## src/rtl/load_store_unit_if.sv

```systemverilog
// Request/response handshake bundle between execute, the load/store unit and writeback.
interface load_store_unit_if #(
  parameter int TAG_W = 3
);
  logic             req_valid;
  logic             req_ready;
  logic             req_is_store;
  logic [15:0]      req_base;
  logic [15:0]      req_offset;
  logic [15:0]      req_wdata;
  logic [TAG_W-1:0] req_rd;

  logic             resp_valid;
  logic             resp_ready;
  logic [15:0]      resp_rdata;
  logic [TAG_W-1:0] resp_rd;
  logic             resp_is_load;
  logic             resp_fault;

  modport master (
    output req_valid, req_is_store, req_base, req_offset, req_wdata, req_rd, resp_ready,
    input  req_ready, resp_valid, resp_rdata, resp_rd, resp_is_load, resp_fault
  );

  modport slave (
    input  req_valid, req_is_store, req_base, req_offset, req_wdata, req_rd, resp_ready,
    output req_ready, resp_valid, resp_rdata, resp_rd, resp_is_load, resp_fault
  );
endinterface

```

## src/rtl/load_store_unit.sv

```systemverilog
// Single-outstanding load/store stage: forms and range-checks the effective address,
// strobes the data memory for one cycle and returns a response to writeback.
module load_store_unit #(
  parameter int MEM_SIZE = 512,
  parameter int TAG_W    = 3,
  parameter int CNT_W    = 8
) (
  input  logic             clock,
  input  logic             reset,
  load_store_unit_if.slave bus,
  output logic [CNT_W-1:0] fault_count,
  output logic             Mem_read,
  output logic             Mem_write,
  output logic [15:0]      Mem_add,
  output logic [15:0]      Mem_write_data,
  input  logic [15:0]      Mem_read_data
);

  typedef enum logic [1:0] {IDLE, ACCESS, RESP} state_t;

  state_t           state_reg, state_next;
  logic             run_reg;
  logic [15:0]      ea_reg, wdata_reg, rdata_reg;
  logic [TAG_W-1:0] rd_reg;
  logic             load_reg, fault_reg;
  logic [CNT_W-1:0] fc_reg;

  logic [15:0] ea_next;
  logic        fault_next;
  logic        accept;

  // Address wraps modulo 2^16; the range check is done on the wrapped value.
  assign ea_next    = bus.req_base + bus.req_offset;
  assign fault_next = ({16'd0, ea_next} >= 32'(MEM_SIZE));
  assign accept     = (state_reg == IDLE) && run_reg && bus.req_valid;

  always_ff @(posedge clock or negedge reset) begin
    if (!reset) begin
      state_reg <= IDLE;
      run_reg   <= 1'b0;
    end else begin
      state_reg <= state_next;
      run_reg   <= 1'b1;
    end
  end

  always_comb begin
    state_next = state_reg;
    case (state_reg)
      IDLE:    if (accept) state_next = ACCESS;
      ACCESS:  state_next = RESP;
      RESP:    if (bus.resp_ready) state_next = IDLE;
      default: state_next = IDLE;
    endcase
  end

  // Memory strobes decode from registered state only, so they fall with async reset.
  always_comb begin
    bus.req_ready  = 1'b0;
    bus.resp_valid = 1'b0;
    Mem_read       = 1'b0;
    Mem_write      = 1'b0;
    Mem_add        = 16'h0000;
    Mem_write_data = 16'h0000;
    case (state_reg)
      IDLE:   bus.req_ready = run_reg;
      ACCESS: begin
        if (!fault_reg) begin
          Mem_add        = ea_reg;
          Mem_write      = !load_reg;
          Mem_read       = load_reg;
          Mem_write_data = load_reg ? 16'h0000 : wdata_reg;
        end
      end
      RESP:   bus.resp_valid = 1'b1;
      default: ;
    endcase
  end

  always_ff @(posedge clock or negedge reset) begin
    if (!reset) begin
      ea_reg    <= 16'h0000;
      wdata_reg <= 16'h0000;
      rdata_reg <= 16'h0000;
      rd_reg    <= '0;
      load_reg  <= 1'b0;
      fault_reg <= 1'b0;
      fc_reg    <= '0;
    end else begin
      if (accept) begin
        ea_reg    <= ea_next;
        wdata_reg <= bus.req_wdata;
        rd_reg    <= bus.req_rd;
        load_reg  <= !bus.req_is_store;
        fault_reg <= fault_next;
      end
      if (state_reg == ACCESS) begin
        rdata_reg <= (!fault_reg && load_reg) ? Mem_read_data : 16'h0000;
        if (fault_reg && (fc_reg != {CNT_W{1'b1}}))
          fc_reg <= fc_reg + CNT_W'(1);
      end
    end
  end

  assign bus.resp_rdata   = rdata_reg;
  assign bus.resp_rd      = rd_reg;
  assign bus.resp_is_load = load_reg;
  assign bus.resp_fault   = fault_reg;
  assign fault_count      = fc_reg;

endmodule
```

## src/flat_wrapper.sv

```systemverilog
// flat-port wrapper written by rule: the top's interface ports become plain ports
module load_store_unit_flat 
#(
  parameter int MEM_SIZE = 512,
  parameter int TAG_W    = 3,
  parameter int CNT_W    = 8
)
  (clock, reset, fault_count, Mem_read, Mem_write, Mem_add, Mem_write_data, Mem_read_data, bus_req_valid, bus_req_is_store, bus_req_base, bus_req_offset, bus_req_wdata, bus_req_rd, bus_resp_ready, bus_req_ready, bus_resp_valid, bus_resp_rdata, bus_resp_rd, bus_resp_is_load, bus_resp_fault);
  load_store_unit_if #(.TAG_W(TAG_W)) bus_i ();
  input  logic clock;
  input  logic reset;
  output logic [CNT_W-1:0] fault_count;
  output logic Mem_read;
  output logic Mem_write;
  output logic [15:0] Mem_add;
  output logic [15:0] Mem_write_data;
  input  logic [15:0] Mem_read_data;
  input wire logic [$bits(bus_i.req_valid)-1:0] bus_req_valid;
  input wire logic [$bits(bus_i.req_is_store)-1:0] bus_req_is_store;
  input wire logic [$bits(bus_i.req_base)-1:0] bus_req_base;
  input wire logic [$bits(bus_i.req_offset)-1:0] bus_req_offset;
  input wire logic [$bits(bus_i.req_wdata)-1:0] bus_req_wdata;
  input wire logic [$bits(bus_i.req_rd)-1:0] bus_req_rd;
  input wire logic [$bits(bus_i.resp_ready)-1:0] bus_resp_ready;
  output wire logic [$bits(bus_i.req_ready)-1:0] bus_req_ready;
  output wire logic [$bits(bus_i.resp_valid)-1:0] bus_resp_valid;
  output wire logic [$bits(bus_i.resp_rdata)-1:0] bus_resp_rdata;
  output wire logic [$bits(bus_i.resp_rd)-1:0] bus_resp_rd;
  output wire logic [$bits(bus_i.resp_is_load)-1:0] bus_resp_is_load;
  output wire logic [$bits(bus_i.resp_fault)-1:0] bus_resp_fault;
  assign bus_i.req_valid = bus_req_valid;
  assign bus_i.req_is_store = bus_req_is_store;
  assign bus_i.req_base = bus_req_base;
  assign bus_i.req_offset = bus_req_offset;
  assign bus_i.req_wdata = bus_req_wdata;
  assign bus_i.req_rd = bus_req_rd;
  assign bus_i.resp_ready = bus_resp_ready;
  assign bus_req_ready = bus_i.req_ready;
  assign bus_resp_valid = bus_i.resp_valid;
  assign bus_resp_rdata = bus_i.resp_rdata;
  assign bus_resp_rd = bus_i.resp_rd;
  assign bus_resp_is_load = bus_i.resp_is_load;
  assign bus_resp_fault = bus_i.resp_fault;
  load_store_unit #(.MEM_SIZE(MEM_SIZE), .TAG_W(TAG_W), .CNT_W(CNT_W)) u_core (.clock(clock), .reset(reset), .bus(bus_i), .fault_count(fault_count), .Mem_read(Mem_read), .Mem_write(Mem_write), .Mem_add(Mem_add), .Mem_write_data(Mem_write_data), .Mem_read_data(Mem_read_data));
endmodule
```

## config.mk

```make
export PLATFORM = sky130hd
export DESIGN_NAME = load_store_unit_flat
export DESIGN_NICKNAME = d
export VERILOG_FILES = /design/src/rtl/load_store_unit_if.sv /design/src/rtl/load_store_unit.sv /design/src/flat_wrapper.sv
export SDC_FILE = /design/constraint.sdc
export NUM_CORES = 1
export LEC_CHECK = 0
export CAP_MARGIN = 0
export CORE_ASPECT_RATIO = 0.7
export CORE_MARGIN = 2
export CORE_UTILIZATION = 25
export CTS_BUF_LIST = sky130_fd_sc_hd__clkbuf_2
export CTS_CLUSTER_DIAMETER = 50
export DETAILED_ROUTE_END_ITERATION = 16
export GPL_TIMING_DRIVEN = 0
export HOLD_SLACK_MARGIN = 0.1
export SYNTH_ARGS = -nofsm -noshare
export SYNTH_HDL_FRONTEND = slang
export SYNTH_SLANG_ARGS = --single-unit
```

## constraint.sdc

```tcl
create_clock -name clock -period 1.8 [get_ports clock]
set_clock_uncertainty 0.1 [all_clocks]
set_input_delay 0.18 -clock clock [delete_from_list [all_inputs] [get_ports clock]]
set_output_delay 0.18 -clock clock [all_outputs]
set_load 0.01 [all_outputs]
```

==> results by group, run 1 <==
Synth
  • Netlist Area Pre-Place: between 0.003 and 0.004 sq mm
  • Yosys top cell by area: dfrtp_1
  • Async S/R FF share, synth: 1.00
  • Main flop type after synthesis: dfrtp_1
  • Mean post-synth cell area: 9.28 sq um
  • Most frequent cell after synthesis: nand2_1
  • Yosys synthesis warning count: 0
  • Yosys top cell area share: 0.471
  • Dominant cells by area after synthesis: dfrtp_1 47%, nand2_1 10%, and2_1 6.4%
  • Seq cells post-synth: 64
  • Synth cell count leaders: 93 x nand2_1, 64 x dfrtp_1, 35 x and2_1, 19 x nor2_1, 19 x o21ai_0
  • Post-synthesis sequential area ratio: 0.471
  • Syn Nets: 455
  • Post-synthesis cell count: about 370
  • Post-synth EDFFs: 0
  • Post-synth cell types: 47

Clock tree
  • Largest buffer count on any clock path: 2
  • Num CTS Buffers: 9
  • CTS Root Buffer Type: clkbuf_2
  • CTS tree: built
  • Clk slew on worst S/H paths: roughly 0.17 ns
  • Worst-Skew Late Latency: 0.47 ns
  • CTS H-tree depth: 3
  • Clock Sinks: 64

Power
  • Sw power: roughly 1.4 mW
  • Switch share: 0.325
  • Clock power share: 0.191
  • PnR Total Power: between 4 and 5 mW
  • LEAKAGE: 3.43 nW
  • Comb power frac: 0.372
  • Worst VDD drop: roughly 0.26 mV
  • Pint: 2.89 mW
  • Sequential power share: 0.437
  • P per Cell Area: 641 mW/mm^2

Detailed routing
  • Drc violations: 0
  • Via count: 3533
  • Routed WL per cell: between 10 and 15 um
  • Initial drt markers: 126
  • Drt via density: 4.44
  • Antenna-violating nets left: 0
  • Total routed wirelength: roughly 12 mm
  • DRT Pass-1 Iters: 4

GRT
  • Largest net degree at the start of global routing: 65
  • Initial antenna violation count: 0
  • GRT Residual Overflow: 0
  • All-layer global routing usage: 0.150
  • First-pass GRT wire length: 17.1 mm
  • Vias in the first global route: ~3600

STA
  • FMAX: 468 MHz
  • Setup violations, final: 36
  • Final-report max-slew violation count: 0
  • RSZ-0062 raised after global routing: yes
  • Tcrit/Tclk final: 1.19
  • Worst relative slew slack: 0.444
  • Fin crit period: 2.14 ns
  • Fin. Hold Viols: 0
  • Setup slack after layout: -0.336 ns
  • Setup TNS: -8.88 ns
  • Slew @ Worst Pin: 0.834 ns

Place
  • DP HPWL: 7.28 mm
  • Area after DPL: approximately 0.0051 sq mm
  • Placer Congestion: 0.771
  • PortBufs: 136
  • Pre-CTS setup slack: -0.926 ns

Final layout
  • Final instance area: 0.00668 sq mm
  • Footprint of the multi-input gates: between 0.002 and 0.0025 sq mm
  • Area delta synth->final: 96.6%
  • Layout cells sized above 1: 0.388
  • N_diodes: 0
  • Register cell area after layout: 0.00160 sq mm
  • Fillers: 1198
  • Fin nets: 695

Setup path
  • CP endpoint kind: output port
  • CP max FO: 3
  • Worst Setup Start Kind: flip-flop
  • Critical Path AT: 1.86 ns
  • Reg2Reg Launch Point: u_core.state_reg[0]
  • WS Path Type: reg -> out
  • WP data required: roughly 1.5 ns
  • CP Launch Point: u_core.state_reg[1]

Min path
  • HP Class: in -> reg
  • Min-Delay Startpoint: bus_req_base[7]

Floorplan
  • Initial Utilization: 0.257
  • Die Width: 143 um
  • CORE AREA: 0.0132 sq mm
  • Total die area: 0.0146 sq mm
  • Top Ports: 137
  • Rows: 35
  • Die height: 102 um

Flow run
  • Max-cap violations: 0

Outcome
  • Status: finished, violations left
  • Failing checks: setup timing
[cell usage in the layout (no fill, tap or decap), types with 3 or more instances in the layout]
master and count:
nand2_1 89, dfrtp_1 62, buf_4 60, clkdlybuf4s50_1 55, buf_6 47, and2_4 31
dlymetal6s2s_1 27, dlygate4sd3_1 26, a22o_1 16, nor2_1 15, o21ai_0 14, ha_4 12
clkbuf_2 12, dlygate4sd2_1 9, xnor2_1 8, buf_8 7, xor2_1 6, nand3_2 5
buf_2 5, and2_1 4, inv_1 4, ha_1 4, nand2b_4 3, nand2_2 3
a21o_1 3, a21oi_4 3, o21ai_1 3, nor4_4 3, o21ai_2 3, a21oi_1 3
clkdlybuf4s15_1 3
[critical path, stage by stage (launching register included)]
cell	delay [ns]
dfrtp_1	0.43
nand2b_4	0.16
buf_8	0.12
nor3_4	0.13
buf_6	0.14
buf_8	0.09
buf_6	0.09
and2_4	0.14
buf_6	0.09
[power by group through the flow]
| stage | Sequential (mW) | Combinational (mW) | Clock [mW] |
|---|---|---|---|
| floorplan | 1.90 | 0.565 | 0 |
| CTS | 1.87 | 1.39 | 0.871 |
| global placement | 1.90 | 1.05 | 0 |
| finish | 1.87 | 1.59 | 0.820 |
| global route | 1.91 | 1.75 | 0.923 |
| detailed placement | 1.92 | 1.08 | 0 |
[stage by stage]
stage	cells	hold WS (ns)	utilization
4_1_cts	771	0.116	0.456
3_5_place_dp	687	0.237	0.384
6_report	796	0.172	0.505
3_3_place_gp	687	0.352	0.384
2_1_floorplan	366	-0.216	-
5_1_grt	796	0.108	0.505
[repair_timing]
action,CTS,global route
resized for setup,280,116
gates cloned,2,0
setup endpoints to repair,91,77
buffers inserted,43,26
pin swaps,54,45
hold buffers,24,2
hold endpoints to repair,87,2
[final cells by class]
| cell class | count | share of cell area |
|---|---|---|
| buffer | 12 | 0.0197 |
| clock buffer | 11 | 0.00824 |
| clock inverter | 5 | 0.00712 |
| inverter | 7 | 0.00431 |
| multi-input combinational | 280 | 0.345 |
| sequential | 64 | 0.240 |
| tap | 185 | 0.0346 |
| timing repair buffer | 232 | 0.341 |
[cell families after synthesis]
group	share of synthesized area
AOI/OAI and AO/OA	0.144
xor gates and xnor gates	0.0438
adders and majority gates	0.0648
buffers and inverters	0.0291
DFF	0.471
other	0.00110
and+or+nand+nor	0.246
[per-layer routing]
layer  vias up  GRT usage  part of all wire
li1       1719          -                 -
met1      1700      0.180              0.44
met2       100      0.266              0.50
met3        14     0.0317             0.045
met4         0     0.0543             0.012
met5         -          0                 0
[final timing paths]
| check | to | slack, ns | cells after the start |
|---|---|---|---|
| max | Mem_write_data[12] | -0.34 | 8 |
| min | u_core.ea_reg[7] | 0.17 | 5 |
| max reg2reg | u_core.bus.resp_fault | -0.03 | 8 |
| min reg2reg | u_core.wdata_reg[0] | 0.39 | 2 |
| max in group asynchronous | u_core.bus.resp_fault | 0.78 | 2 |
| min in group asynchronous | u_core.wdata_reg[10] | 0.23 | 2 |
Power figures use the tool's default switching activity.
==> run 2, diff against run 1 <==
--- a/config.mk
+++ b/config.mk
@@ -14,6 +14,7 @@
 export DETAILED_ROUTE_END_ITERATION = 16
 export GPL_TIMING_DRIVEN = 0
 export HOLD_SLACK_MARGIN = 0.1
+export REMOVE_ABC_BUFFERS = 1
 export SYNTH_ARGS = -nofsm -noshare
 export SYNTH_HDL_FRONTEND = slang
 export SYNTH_SLANG_ARGS = --single-unit
==> constraint.sdc (replaced) <==
create_clock -name clock -period 2.75 [get_ports clock]
set_clock_uncertainty 0.1 [all_clocks]
set_input_delay 0.275 -clock clock [delete_from_list [all_inputs] [get_ports clock]]
set_output_delay 0.275 -clock clock [all_outputs]
set_load 0.01 [all_outputs]
==> results by group, run 2 (same netlist as run 1, synthesis figures left out) <==
GRT
  • First-pass GRT wire length: 14.5 mm
  • Vias in the first global route: around 2900
  • All-layer global routing usage: 0.126
  • Initial antenna violation count: 0
  • GRT Residual Overflow: 0
  • Largest net degree at the start of global routing: 65

Power
  • LEAKAGE: 2.33 nW
  • P per Cell Area: 465 mW/mm^2
  • Worst VDD drop: 0.131 mV
  • PnR Total Power: 2.37 mW

Final layout
  • Area delta synth->final: 50.2%
  • Most common cell after layout, fill and taps aside: clkdlybuf4s50_1
  • Fin nets: around 600
  • Register cell area after layout: approximately 0.0016 sq mm
  • Commonest non-fill, non-tap cells in the layout: 132 x clkdlybuf4s50_1, 92 x nand2_1, 64 x dfrtp_1, 34 x and2_1, 19 x o21ai_0
  • Layout cells sized above 1: 0.0689
  • Footprint of the multi-input gates: 0.00174 sq mm
  • Fillers: 1350
  • Final instance area: 0.00510 sq mm

STA
  • Worst relative slew slack: 0.458
  • RSZ-0062 raised after global routing: no
  • Setup violations, final: 0
  • Slew @ Worst Pin: 0.813 ns
  • Fin. Hold Viols: 0
  • Fin crit period: 2.65 ns
  • Final-report max-slew violation count: 0
  • Tcrit/Tclk final: 0.962
  • FMAX: 378 MHz

Detailed routing
  • Drc violations: 0
  • Via count: 3011
  • Initial drt markers: roughly 100
  • Antenna-violating nets left: 0
  • Total routed wirelength: 9.05 mm
  • Routed WL per cell: 13.0 um
  • DRT Pass-1 Iters: 4
  • Drt via density: 4.34

Clock tree
  • Num CTS Buffers: 9
  • CTS H-tree depth: 3
  • CTS tree: built
  • Largest buffer count on any clock path: 2
  • Clock Sinks: 64
  • CTS Root Buffer Type: clkbuf_2
  • Clk slew on worst S/H paths: around 0.17 ns
  • Worst-Skew Late Latency: 0.48 ns

Setup path
  • Crit-path slowest cell: fa_1
  • Critical Path AT: 2.93 ns
  • CP Buf/Inv Count: 1
  • R2r setup slk: around 0.28 ns
  • WP data required: 3.03 ns
  • Worst Setup Start Kind: input pin
  • CP max FO: 3
  • CP top delay family: compound AO/OA/AOI/OAI gates
  • WS Path Type: in -> reg
  • CP endpoint kind: flip-flop
  • Crit-path cells: clkdlybuf4s50_1 > ha_1 > fa_1 > a21oi_1 > o2111ai_1 > a41oi_1 > xor2_1 > o2111a_1 > and3_1 > a31oi_1
  • Worst stage delay on the critical path: 0.44 ns

Place
  • Area after DPL: 0.00492 sq mm
  • PortBufs: between 100 and 150
  • DP HPWL: around 6.7 mm
  • Placer Congestion: roughly 0.77

Floorplan
  • Rows: 35
  • CORE AREA: 0.0132 sq mm
  • Top Ports: 137
  • Initial Utilization: 0.257
  • Die Width: 143 um
  • Total die area: about 0.015 sq mm
  • Die height: 102 um

Min path
  • HP Class: in -> reg

Flow run
  • Max-cap violations: 0

Outcome
  • Status: completed
-- run 2: cell types whose count changed in the layout (fill, tap and decap cells not counted), moves of 24 or more --
| cell | previous run | this run |
|---|---|---|
| dlymetal6s2s_1 | 27 | 3 |
| clkdlybuf4s50_1 | 55 | 132 |
| buf_6 | 47 | 0 |
| dlygate4sd3_1 | 26 | 1 |
| and2_4 | 31 | 1 |
| and2_1 | 4 | 34 |
| buf_4 | 60 | 3 |
-- run 2: worst paths after layout --
path	cells past startpoint	start	endpoint
min in group asynchronous	2	reset	u_core.wdata_reg[13]
hold reg to reg	2	u_core.wdata_reg[10]	u_core.wdata_reg[10]
setup / recovery	10	bus_req_offset[0]	u_core.bus.resp_fault
setup reg to reg	6	u_core.state_reg[0]	u_core.bus.resp_fault
max in group asynchronous	2	reset	u_core.ea_reg[9]
hold / removal	3	bus_req_wdata[2]	u_core.wdata_reg[2]
-- run 2: metal layers --
metal | routed length [um] | global-route usage | part of all wire | vias to the layer above
li1 | - | - | - | 1524
met1 | 4410 | 0.170 | 0.49 | 1379
met2 | 3970 | 0.198 | 0.44 | 97
met3 | 578 | 0.0345 | 0.064 | 11
met4 | 94 | 0.0370 | 0.010 | 0
met5 | 0 | 0 | 0 | -
-- run 2: final cells by class --
cell class,count,share of cell area
clock inverters,6,0.00711
well taps,185,0.0453
multi-input cells,281,0.341
diodes,1,0.000490
inverters,7,0.00564
repair buffers,140,0.276
clock buffers,10,0.00980
flip-flops and latches,64,0.314
-- run 2: per-stage QoR --
step	utilization	hold WS (ns)	instances	setup slack, ns	setup TNS, ns
after floorplan	-	-0.121	351	0.125	0
after global placement	0.372	0.351	672	-0.849	-77.84
after detailed placement	0.372	0.327	672	-0.866	-14.22
after CTS	0.384	0.115	692	0.0113	0
after global routing	0.386	0.114	693	0.00657	0
final	0.386	0.193	694	0.104	0
-- run 2: tightest hold or removal path: cells and delay by family --
family	cells	cell delay (ns)
buffers and inverters	1	0.39
and+or+nand+nor	2	0.09
-- run 2: where the power goes --
part	switching [mW]	total, mW	internal, mW
Clock	0.347	0.466	0.119
Combinational	0.331	0.678	0.347
Sequential	0.113	1.23	1.12
Total	0.791	2.37	1.58
-- run 2: timing repair --
item | 4_1_cts | 5_1_grt
hold buffers | 1 | 0
pin swaps | 2 | 1
buffers inserted | 2 | 1
endpoints found under the hold margin | 64 | 0
endpoints found under the setup margin | 51 | 22
gates resized for setup | 8 | 4
gates cloned | 1 | 0
